==> config.mk <==
export PLATFORM = sky130hd
export DESIGN_NAME = sync_fifo
export DESIGN_NICKNAME = d
export VERILOG_FILES = /design/src/rtl/sync_fifo_ram.sv /design/src/rtl/sync_fifo.sv
export SDC_FILE = /design/constraint.sdc
export NUM_CORES = 1
export LEC_CHECK = 0
export ABC_AREA = 1
export BUFFER_PORTS_ARGS = -buffer_cell sky130_fd_sc_hd__buf_2
export CAP_MARGIN = 20
export CORE_MARGIN = 2
export CORE_UTILIZATION = 45
export CTS_BUF_LIST = sky130_fd_sc_hd__clkbuf_4 sky130_fd_sc_hd__clkbuf_8
export CTS_CLUSTER_SIZE = 8
export DETAILED_ROUTE_END_ITERATION = 8
export PLACE_DENSITY = 0.61
export SLEW_MARGIN = 20
export SYNTH_ARGS = -nofsm -noshare
export SYNTH_HDL_FRONTEND = slang
export SYNTH_SLANG_ARGS = --single-unit
==> constraint.sdc <==
create_clock -name clk -period 3.3 [get_ports clk]
set_input_delay 0.825 -clock clk [delete_from_list [all_inputs] [get_ports clk]]
set_output_delay 0.825 -clock clk [all_outputs]
set_load 0.01 [all_outputs]
==> src/rtl/sync_fifo_ram.sv <==
// Simple dual-port storage for sync_fifo: one write port and one registered read port.
// No reset on the array or the read register, so it can map onto block or distributed RAM.
module sync_fifo_ram #(
    parameter int WIDTH = 8,
    parameter int DEPTH = 16,
    parameter int AW    = 4
) (
    input  logic             clk,
    input  logic             i_we,
    input  logic [AW-1:0]    i_waddr,
    input  logic [WIDTH-1:0] i_wdata,
    input  logic             i_re,
    input  logic [AW-1:0]    i_raddr,
    output logic [WIDTH-1:0] o_rdata
);

    logic [WIDTH-1:0] r_mem [DEPTH];
    logic [WIDTH-1:0] r_rdata;

    always_ff @(posedge clk) begin
        if (i_we) begin
            r_mem[i_waddr] <= i_wdata;
        end
        if (i_re) begin
            r_rdata <= r_mem[i_raddr];
        end
    end

    assign o_rdata = r_rdata;

endmodule

==> src/rtl/sync_fifo.sv <==
// Single-clock FIFO with binary wrap-bit pointers, registered status flags,
// occupancy count and one-cycle overflow/underflow pulses.
module sync_fifo #(
    parameter int WIDTH        = 8,
    parameter int POINTER      = 4,
    parameter int AFULL_LEVEL  = (1 << POINTER) - 2,
    parameter int AEMPTY_LEVEL = 2
) (
    input  logic               clk,
    input  logic               reset_n,
    input  logic               wr_en,
    input  logic [WIDTH-1:0]   data_in,
    input  logic               rd_en,
    output logic [WIDTH-1:0]   data_out,
    output logic               data_valid,
    output logic               wr_full,
    output logic               rd_empty,
    output logic               almost_full,
    output logic               almost_empty,
    output logic [POINTER:0]   fill_count,
    output logic               overflow,
    output logic               underflow
);

    localparam int DEPTH = 1 << POINTER;
    localparam int PW    = POINTER + 1;
    localparam logic [PW-1:0] AF_LVL = PW'(AFULL_LEVEL);
    localparam logic [PW-1:0] AE_LVL = PW'(AEMPTY_LEVEL);

    if (POINTER < 1) begin : g_bad_pointer
        $error("sync_fifo: POINTER must be at least 1");
    end
    if (AFULL_LEVEL < 1 || AFULL_LEVEL > DEPTH) begin : g_bad_afull
        $error("sync_fifo: AFULL_LEVEL out of range 1..DEPTH");
    end
    if (AEMPTY_LEVEL < 0 || AEMPTY_LEVEL > DEPTH - 1) begin : g_bad_aempty
        $error("sync_fifo: AEMPTY_LEVEL out of range 0..DEPTH-1");
    end

    logic [PW-1:0]    r_wr_ptr;
    logic [PW-1:0]    r_rd_ptr;
    logic [PW-1:0]    r_count;
    logic             r_full;
    logic             r_empty;
    logic             r_afull;
    logic             r_aempty;
    logic             r_valid;
    logic             r_ovf;
    logic             r_unf;
    logic             r_seen;

    logic             w_wr_acc;
    logic             w_rd_acc;
    logic [PW-1:0]    w_wr_ptr_nxt;
    logic [PW-1:0]    w_rd_ptr_nxt;
    logic [PW-1:0]    w_count_nxt;
    logic             w_full_nxt;
    logic             w_empty_nxt;
    logic [WIDTH-1:0] w_ram_q;

    assign w_wr_acc     = wr_en & ~r_full;
    assign w_rd_acc     = rd_en & ~r_empty;
    assign w_wr_ptr_nxt = r_wr_ptr + PW'(w_wr_acc);
    assign w_rd_ptr_nxt = r_rd_ptr + PW'(w_rd_acc);
    assign w_count_nxt  = w_wr_ptr_nxt - w_rd_ptr_nxt;
    assign w_full_nxt   = (w_wr_ptr_nxt[PW-2:0] == w_rd_ptr_nxt[PW-2:0]) &&
                          (w_wr_ptr_nxt[PW-1] != w_rd_ptr_nxt[PW-1]);
    assign w_empty_nxt  = (w_wr_ptr_nxt == w_rd_ptr_nxt);

    sync_fifo_ram #(
        .WIDTH (WIDTH),
        .DEPTH (DEPTH),
        .AW    (POINTER)
    ) u_ram (
        .clk     (clk),
        .i_we    (w_wr_acc),
        .i_waddr (r_wr_ptr[PW-2:0]),
        .i_wdata (data_in),
        .i_re    (w_rd_acc),
        .i_raddr (r_rd_ptr[PW-2:0]),
        .o_rdata (w_ram_q)
    );

    always_ff @(posedge clk or negedge reset_n) begin
        if (!reset_n) begin
            r_wr_ptr <= '0;
            r_rd_ptr <= '0;
            r_count  <= '0;
            r_full   <= 1'b0;
            r_empty  <= 1'b1;
            r_afull  <= 1'b0;
            r_aempty <= 1'b1;
            r_valid  <= 1'b0;
            r_ovf    <= 1'b0;
            r_unf    <= 1'b0;
            r_seen   <= 1'b0;
        end else begin
            r_wr_ptr <= w_wr_ptr_nxt;
            r_rd_ptr <= w_rd_ptr_nxt;
            r_count  <= w_count_nxt;
            r_full   <= w_full_nxt;
            r_empty  <= w_empty_nxt;
            r_afull  <= (w_count_nxt >= AF_LVL);
            r_aempty <= (w_count_nxt <= AE_LVL);
            r_valid  <= w_rd_acc;
            r_ovf    <= wr_en & r_full;
            r_unf    <= rd_en & r_empty;
            if (w_rd_acc) begin
                r_seen <= 1'b1;
            end
        end
    end

    // The RAM read register has no reset; until the first post-reset read lands
    // the output is forced to zero, afterwards the RAM register holds between reads.
    assign data_out     = r_seen ? w_ram_q : '0;
    assign data_valid   = r_valid;
    assign wr_full      = r_full;
    assign rd_empty     = r_empty;
    assign almost_full  = r_afull;
    assign almost_empty = r_aempty;
    assign fill_count   = r_count;
    assign overflow     = r_ovf;
    assign underflow    = r_unf;

endmodule

==> run_results.csv, run 1 <==
group,metric,value,unit
synth,synthArstFlopShare,14.5,%
synth,netlist_area,6720,um2
timing,slew_violations,0,
critical_path,crit_buf_inv,4,
detailed_routing,vias,4334,
timing,hold_viol,0,
synth,yosysWarnings,0,
global_routing,gr-total-overflow,0,
timing,clock_skew,9.67,ps
floorplan,fp.dieArea,15900,um2
floorplan,die_h,126,um
timing,setup_viol,0,
place,hpwlAfterDp,9380,um
synth,synth-adder-area-share,1.49,%
place,portBuffers,31,
cells_and_area,ff_latch_area,4660,um2
synth,yosysUniqueCellTypes,34,
run_status,status,"finished clean",
cells_and_area,drive_gt1_share,16.0,%
clocking,cts_buffers,17,
cells_and_area,area_growth,12.2,%
floorplan,rows,44,
flow_run,cap_viol_max_count,0,
global_routing,grt_max_degree,66,
critical_path,cp-end-kind,"flip-flop",
floorplan,core_region_area,14600,um2
critical_path,cp-start-kind,"primary input",
clocking,cts_setup_buffers,0,
clocking,clockBufferDepth,2,
clocking,clk_pin_slew,80,ps
synth,synth-seq-cells,159,
critical_path,crit_type,"in2reg",
timing,setup_slack,895,ps
detailed_routing,wire_per_inst,17.8,um
clocking,cts_tree,"done",
synth,ys.flop_type,"edfxtp_1",
synth,synth_top_family_by_area,"simple AND/OR/NAND/NOR gates",
timing,post-route-period-util,72.9,%
critical_path,cp_cell_sequence,"buf_2 > inv_1 > nor2_1 > ha_1 > ha_1 > xnor2_1 > ha_1 > nor2_1 > inv_1 > nand3_1 > nand2_1 > nand2_1 > nand2_2 > inv_1 > nand2_1",
clocking,htree_num_levels,4,
global_routing,grt_pass1_wl,23300,um
synth,yosys.cell_count.top_type,"edfxtp_1",
critical_path,arrival,2750,ps
timing,maxSlewHeadroom,43.1,%
clocking,cts_resized,0,
pwr,peakVddDrop,666,uV
timing,worst_pin_slew,851,ps
detailed_routing,postRouteAntennaNets,0,
detailed_routing,drt_wl_total,14700,um
cells_and_area,fin_nets,649,
synth,yosys.area_share.simple,14.9,%
detailed_routing,viasPerCell,5.25,
clocking,cts-root-buf,"clkbuf_8",
floorplan,initial_core_util,46.1,%
pwr,power.leakage,0.00301,uW
cells_and_area,antennaDiodeCount,0,
timing,setup_tns,0,ps
critical_path,crit_fanout,5,
place,gp_congestion,0.797,
synth,synth_common_cells,"136 x edfxtp_1, 134 x nand2_1, 63 x inv_1",
timing,post-route-min-period,2400,ps
clocking,cts_sinks,159,
cells_and_area,multi_input_area,1660,um2
detailed_routing,drtIter0Drc,362,
synth,yosysTopAreaCell,"edfxtp_1",
clocking,cts.hold.buffers_added,0,
cells_and_area,fillCellCount,1263,
critical_path,critPathRequiredTime,3650,ps
synth,ys_seq_area_share,69.4,%
global_routing,antenna_found_initial,0,
pwr,powerDensity,927,nW/um2
synth,synth_xor_area_share,0.130,%
global_routing,grt_usage,19.5,%
detailed_routing,dr.pass1.iters,5,
synth,synth_edf_count,136,
floorplan,die_w,126,um
floorplan,io_pins,32,
critical_path,crit_family,"adder cells",
detailed_routing,drc,0,
place,preCtsSetupSlack,424,ps
timing,rsz0062_at_grt,"no",
synth,syn_nets,608,
synth,synth_area_per_cell,11.4,um2
hold_path,hp-class,"in2async",
critical_path,slowest_delay,300,ps
synth,netlist.area_leader.share,60.8,%
synth,syn_inst,588,
timing,fmax,416,MHz
synth,yosys-top-cells-area,"edfxtp_1 61%, dfrtp_1 7.8%, nand2_1 7.5%",
critical_path,crit_path_top_delay_cell,"ha_1",
clocking,insertion_delay,460,ps
synth,synthMuxAreaShare,0,%
synth,synth_compound_area_share,8.10,%
global_routing,grt_pass1_vias,4324,
## sequential cells by signal, indices dropped and copies added, names as in the netlist, 5 cells and up
name           flops
fill_count         5
r_rd_ptr           5
r_wr_ptr           5
u_ram.o_rdata      8
u_ram.r_mem      128
## layer usage
metal	track usage [%]	share of wire [%]	vias to the layer above	wire length [um]
li1	-	-	2093	-
met4	5.69	1.6	0	230
met3	5.10	5.6	20	819
met5	0	0	-	0
met2	32.3	48	115	7100
met1	25.5	44	2106	6510
## metrics by stage
stage / std cells / hold WS (ps) / power (uW) / instance area (um2) / utilization, %
floorplan: 588 / 488 / 4660 / 6720 / -
global placement: 794 / 470 / 5340 / 7090 / 48.6
detailed placement: 794 / 482 / 5420 / 7090 / 48.6
CTS: 826 / 340 / 7040 / 7540 / 51.7
global route: 826 / 347 / 7490 / 7540 / 51.7
finish: 826 / 336 / 6990 / 7540 / 51.7
## worst paths after layout
check                                         from                      end  slack [ps]  cells after the start
worst max-delay path                         wr_en    almost_full$_DFF_PN0_         900                     15
worst max register to register   wr_full$_DFF_PN0_    almost_full$_DFF_PN0_         960                     13
worst min-delay path                       reset_n  fill_count[2]$_DFF_PN0_         340                      1
min in group clk                rd_empty$_DFF_PN1_      underflow$_DFF_PN0_         490                      2
max in group asynchronous                  reset_n    r_rd_ptr[0]$_DFF_PN0_        2580                      1
worst min register to register  rd_empty$_DFF_PN1_      underflow$_DFF_PN0_         490                      2
## where the power goes
group          total, uW  internal (uW)  leakage (uW)  switching (uW)
sequential          2730           2560       0.00151             167
clock               1610            896      0.000223             719
combinational       2650            837       0.00128            1810
total               6990           4290       0.00301            2700
## placed cells by master (no fill, tap or decap), types with 8 or more instances in the layout
| cell | instances |
|---|---|
| dfrtp_1 | 20 |
| edfxtp_1 | 136 |
| a21oi_1 | 17 |
| o21ai_0 | 31 |
| o2111ai_1 | 15 |
| ha_1 | 8 |
| nand2_2 | 8 |
| clkbuf_8 | 17 |
| nand2_1 | 134 |
| o211ai_1 | 17 |
| buf_2 | 31 |
| inv_1 | 63 |
| nor2_1 | 55 |
| nand3_1 | 28 |
| buf_4 | 16 |
## cell type report
cell class | instances | share of cell area, %
inverter | 70 | 3.52
timing repair buffer | 47 | 3.65
clock buffer | 17 | 3.10
clock inverter | 15 | 2.90
multi-input combinational | 334 | 21.9
tap | 184 | 3.05
sequential | 159 | 61.8
## cells by family (layout without fill, tap and decap cells)
group,Yosys count,count (layout)
AND/OR/NAND/NOR,238,238
flip-flops,159,159
buffers and inverters,95,149
AO/OA/AOI/OAI,87,87
adder cells (fa/ha/maj),8,8
XOR/XNOR,1,1
Note: power is estimated with default switching activity, not from simulation.
==> run 2, diff against run 1 <==
--- a/config.mk
+++ b/config.mk
@@ -13,7 +13,7 @@
 export CTS_BUF_LIST = sky130_fd_sc_hd__clkbuf_4 sky130_fd_sc_hd__clkbuf_8
 export CTS_CLUSTER_SIZE = 8
 export DETAILED_ROUTE_END_ITERATION = 8
-export PLACE_DENSITY = 0.61
+export PLACE_DENSITY = 0.64
 export SLEW_MARGIN = 20
 export SYNTH_ARGS = -nofsm -noshare
 export SYNTH_HDL_FRONTEND = slang
==> constraint.sdc (replaced) <==
create_clock -name clk -period 2 [get_ports clk]
set_input_delay 0.5 -clock clk [delete_from_list [all_inputs] [get_ports clk]]
set_output_delay 0.5 -clock clk [all_outputs]
set_load 0.01 [all_outputs]
==> run 2 against run 1 <==
- power increased by 72%
- die area unchanged
- critical path type is now reg2reg
- largest power group is now combinational logic
- via count increased by 2.1%
- sequential share of layout area decreased by 2.2 points
==> run_results.csv, run 2 (synthesis results as in run 1) <==
group,metric,value,unit
run_status,status,"finished clean",
clocking,cts_buffers,17,
detailed_routing,viasPerCell,5.23,
floorplan,core_region_area,14600,um2
critical_path,cp-end-kind,"flip-flop",
detailed_routing,drc,0,
timing,post-route-period-util,99.1,%
timing,post-route-min-period,1980,ps
timing,hold_viol,0,
detailed_routing,dr.pass1.iters,5,
detailed_routing,wire_per_inst,17.3,um
floorplan,rows,44,
floorplan,die_w,126,um
pwr,power.leakage,0.00310,uW
place,portBuffers,31,
global_routing,grt_pass1_vias,4345,
timing,clock_skew,6.41,ps
clocking,clockBufferDepth,2,
global_routing,grt_pass1_wl,23300,um
place,gp_congestion,0.846,
timing,slew_violations,0,
pwr,peakVddDrop,610,uV
timing,setup_tns,0,ps
clocking,cts-root-buf,"clkbuf_8",
place,preCtsSetupSlack,-267,ps
critical_path,crit_fanout,3,
detailed_routing,drt_wl_total,14600,um
floorplan,io_pins,32,
cells_and_area,largest_reg_flops,128,
flow_run,cap_viol_max_count,0,
timing,whs,26.2,ps
timing,worst_pin_slew,548,ps
global_routing,grt_max_degree,69,
detailed_routing,vias,4427,
floorplan,die_h,126,um
clocking,htree_num_levels,4,
global_routing,gr-total-overflow,0,
floorplan,initial_core_util,46.1,%
timing,maxSlewHeadroom,63.5,%
cells_and_area,fin_nets,671,
pwr,powerDensity,1540,nW/um2
cells_and_area,mostFrequentLayoutCells,"136 x edfxtp_1, 131 x nand2_1, 59 x inv_1, 51 x nor2_1, 33 x buf_4",
clocking,insertion_delay,450,ps
cells_and_area,design_area,7830,um2
cells_and_area,antennaDiodeCount,0,
cells_and_area,final_common_cell,"edfxtp_1",
timing,rsz0062_at_grt,"yes",
critical_path,ff2ff_path_depth,13,
critical_path,critPathRequiredTime,2340,ps
clocking,clk_pin_slew,80,ps
critical_path,r2r_start,"rd_empty$_DFF_PN1_",
hold_path,hp-class,"in2async",
global_routing,antenna_found_initial,0,
critical_path,r2r_end,"almost_full$_DFF_PN0_",
critical_path,crit_type,"reg2reg",
critical_path,r2r_slack,20,ps
critical_path,arrival,2330,ps
timing,setup_slack,17.6,ps
cells_and_area,area_growth,16.5,%
cells_and_area,drive_gt1_share,22.1,%
timing,setup_viol,0,
global_routing,grt_usage,19.4,%
clocking,cts_sinks,159,
critical_path,cp-start-kind,"flip-flop",
detailed_routing,drtIter0Drc,322,
cells_and_area,regMostFlops,"u_ram.r_mem",
clocking,cts_tree,"done",
place,hpwlAfterDp,9160,um
place,place_area,7340,um2
timing,fmax,504,MHz
cells_and_area,fin_util,53.6,%
detailed_routing,postRouteAntennaNets,0,
floorplan,fp.dieArea,15900,um2
==> run 2: how the worst max path moves through the flow <==
stage                     cells past startpoint  slack [ps]                    end               start
after floorplan                              14         -40  almost_full$_DFF_PN0_               rd_en
after global placement                       15        -220  almost_full$_DFF_PN0_               wr_en
after detailed placement                     15        -270  almost_full$_DFF_PN0_               wr_en
after CTS                                    12           4  almost_full$_DFF_PN0_  rd_empty$_DFF_PN1_
after global routing                         14         -90  almost_full$_DFF_PN0_  rd_empty$_DFF_PN1_
final                                        13          20  almost_full$_DFF_PN0_  rd_empty$_DFF_PN1_
==> run 2: per-stage QoR <==
stage	std cells	power (uW)
finish	846	12000
global route	846	12900
CTS	845	12000
detailed placement	811	9590
global placement	811	9420
floorplan	588	7860
==> run 2: power breakdown <==
group	switching [uW]	internal [uW]
Combinational	3320	2000
Clock	1110	1070
Sequential	315	4220
==> run 2: per-layer routing <==
metal / up-vias / wire (um) / track usage, %
li1: 2134 / - / -
met1: 2147 / 6470 / 26.5
met2: 122 / 7130 / 31.0
met3: 24 / 692 / 3.48
met4: 0 / 316 / 8.21
met5: - / 0 / 0
==> run 2: area by class of cell <==
| cell class | count | area, um2 |
|---|---|---|
| multi-input combinational | 334 | 1800 |
| timing repair buffer | 69 | 499 |
| clock inverter | 13 | 125 |
| sequential | 159 | 4660 |
| fill | 1230 | 6760 |
| clock buffer | 17 | 234 |
| inverter | 70 | 278 |
| tap | 184 | 230 |
==> run 2: critical path: stages (launching register included) <==
cell and delay (ps):
dfstp_2 580, nor2_4 50, ha_4 170, ha_4 240, xnor2_2 130, ha_2 180
nor2_4 90, inv_2 60, nand3_2 70, nand2_1 60, nand2_1 70, nand2_2 60
inv_1 50, nand2_1 50
==> run 2: what timing repair did <==
item                       in CTS  in global routing
gates resized for setup         7                 11
setup endpoints to repair       2                  9
hold buffers                    0                  0
cloned                          0                  1
setup buffers                   4                  0
pin swaps                       6                  6
==> run 3, diff against run 2 <==
--- a/config.mk
+++ b/config.mk
@@ -13,7 +13,7 @@
 export CTS_BUF_LIST = sky130_fd_sc_hd__clkbuf_4 sky130_fd_sc_hd__clkbuf_8
 export CTS_CLUSTER_SIZE = 8
 export DETAILED_ROUTE_END_ITERATION = 8
-export PLACE_DENSITY = 0.64
+export PLACE_DENSITY = 0.61
 export SLEW_MARGIN = 20
 export SYNTH_ARGS = -nofsm -noshare
 export SYNTH_HDL_FRONTEND = slang
==> constraint.sdc (replaced) <==
create_clock -name clk -period 2.1 [get_ports clk]
set_input_delay 0.525 -clock clk [delete_from_list [all_inputs] [get_ports clk]]
set_output_delay 0.525 -clock clk [all_outputs]
set_load 0.01 [all_outputs]
==> run 3 against run 2 <==
- hold slack improved by 17 ps
- critical path type unchanged
- die area unchanged
- sequential power decreased by 5.7%
- flip-flop and latch count unchanged
- worst setup slack improved by 91 ps
==> run_results.csv, run 3 (synthesis results as in run 1) <==
group,metric,value,unit
detailed_routing,vias,4351,
global_routing,grt_pass1_wl,22400,um
clocking,cts_sinks,159,
global_routing,gr-total-overflow,0,
timing,fmax,502,MHz
critical_path,arrival,2330,ps
floorplan,core_region_area,14600,um2
critical_path,crit_fanout,4,
pwr,p_total,11000,uW
clocking,clk_pin_slew,70,ps
detailed_routing,dr.pass1.iters,5,
floorplan,fp.dieArea,15900,um2
run_status,status,"finished clean",
floorplan,initial_core_util,46.1,%
cells_and_area,regMostFlops,"u_ram.r_mem",
place,hpwlAfterDp,9200,um
pwr,power.leakage,0.00307,uW
global_routing,grt_max_degree,54,
floorplan,die_h,126,um
place,gp_congestion,0.809,
cells_and_area,final_common_cell,"edfxtp_1",
critical_path,cp-end-kind,"flip-flop",
cells_and_area,fin_nets,667,
timing,hold_viol,0,
timing,setup_slack,108,ps
floorplan,rows,44,
clocking,cts-root-buf,"clkbuf_8",
timing,rsz0062_at_grt,"yes",
cells_and_area,antennaDiodeCount,0,
pwr,peakVddDrop,688,uV
clocking,cts_buffers,17,
critical_path,critPathRequiredTime,2440,ps
cells_and_area,area_growth,14.4,%
clocking,insertion_delay,450,ps
detailed_routing,viasPerCell,5.16,
floorplan,io_pins,32,
timing,post-route-min-period,1990,ps
timing,maxSlewHeadroom,65.6,%
clocking,cts.hold.buffers_added,0,
cells_and_area,instances_no_fill,843,
global_routing,grt_usage,18.8,%
critical_path,crit_type,"reg2reg",
place,preCtsSetupSlack,-175,ps
timing,setup_viol,0,
detailed_routing,postRouteAntennaNets,0,
timing,worst_pin_slew,516,ps
detailed_routing,drt_wl_total,14000,um
global_routing,antenna_found_initial,0,
timing,slew_violations,0,
hold_path,hp-class,"in2async",
timing,post-route-period-util,94.8,%
detailed_routing,drtIter0Drc,303,
cells_and_area,drive_gt1_share,20.8,%
place,dp.cells,810,
cells_and_area,largest_reg_flops,128,
timing,clock_skew,7.36,ps
floorplan,die_w,126,um
detailed_routing,wire_per_inst,16.6,um
clocking,cts_tree,"done",
cells_and_area,mostFrequentLayoutCells,"136 x edfxtp_1, 130 x nand2_1, 61 x inv_1, 51 x nor2_1",
critical_path,cp-start-kind,"flip-flop",
place,portBuffers,31,
clocking,clockBufferDepth,2,
pwr,powerDensity,1430,nW/um2
global_routing,grt_pass1_vias,4160,
detailed_routing,drc,0,
clocking,htree_num_levels,4,
flow_run,cap_viol_max_count,0,
[run 3: cell count changes in the layout (fill, tap and decap cells not counted), moves of 2 or more]
| cell | change |
|---|---|
| clkbuf_4 | +5 |
| nand3_1 | +4 |
| clkinvlp_4 | -3 |
| nand3_2 | -3 |
| buf_4 | -2 |
| bufinv_16 | -2 |
| inv_1 | +2 |
[run 3: metal layers]
layer | share of wire [%] | GRT usage (%)
met5 | 0 | 0
met4 | 2.2 | 8.27
met3 | 5.0 | 3.57
met2 | 48 | 29.4
met1 | 45 | 26.0
[run 3: critical path, stage by stage (launching register included)]
cell	delay, ps
dfstp_2	580
nor2_4	50
ha_4	170
ha_4	260
xnor2_2	140
ha_2	190
nor2_4	100
inv_2	50
nand3_2	60
nand2_1	50
nand2_1	60
nand2_2	70
inv_1	50
nand2_1	40
[run 3: what timing repair did]
action	4_1_cts	5_1_grt
gates resized for setup	0	14
hold endpoints to repair	0	0
setup endpoints to repair	0	5
setup buffers	0	2
[run 3: report_power, final]
group | leakage [uW] | switching (uW) | internal [uW]
Clock | 0.000167 | 1000 | 852
Combinational | 0.00139 | 3070 | 1790
Sequential | 0.00151 | 263 | 4020
[run 3: area by class of cell]
type                       instances  area (um2)
clock inverter                     9        46.3
multi-input combinational        334        1770
tap                              184         230
sequential                       159        4660
clock buffer                      22         272
timing repair buffer              65         448
inverter                          70         265
fill                            1235        6900
[run 3: metrics by stage]
step | utilization [%] | setup TNS [ps] | cell area [um2] | hold slack (ps)
after global routing | 52.7 | -13.7 | 7690 | 65.1
after CTS | 52.2 | 0 | 7620 | 36.4
after global placement | 50.1 | -173 | 7300 | 487
after floorplan | - | 0 | 6780 | 229
after detailed placement | 50.1 | -549 | 7300 | 486
final | 52.7 | 0 | 7690 | 43.1
[run 3: path summary, 6_finish.rpt]
path | startpoint | end | slack, ps | depth (start not counted)
worst max-delay path | rd_empty$_DFF_PN1_ | almost_full$_DFF_PN0_ | 110 | 13
worst min-delay path | reset_n | underflow$_DFF_PN0_ | 40 | 1
worst max register to register | rd_empty$_DFF_PN1_ | almost_full$_DFF_PN0_ | 110 | 13
worst min register to register | rd_empty$_DFF_PN1_ | underflow$_DFF_PN0_ | 520 | 2
max in group asynchronous | reset_n | r_rd_ptr[0]$_DFF_PN0_ | 1680 | 1
min in group clk | wr_en | overflow$_DFF_PN0_ | 280 | 3
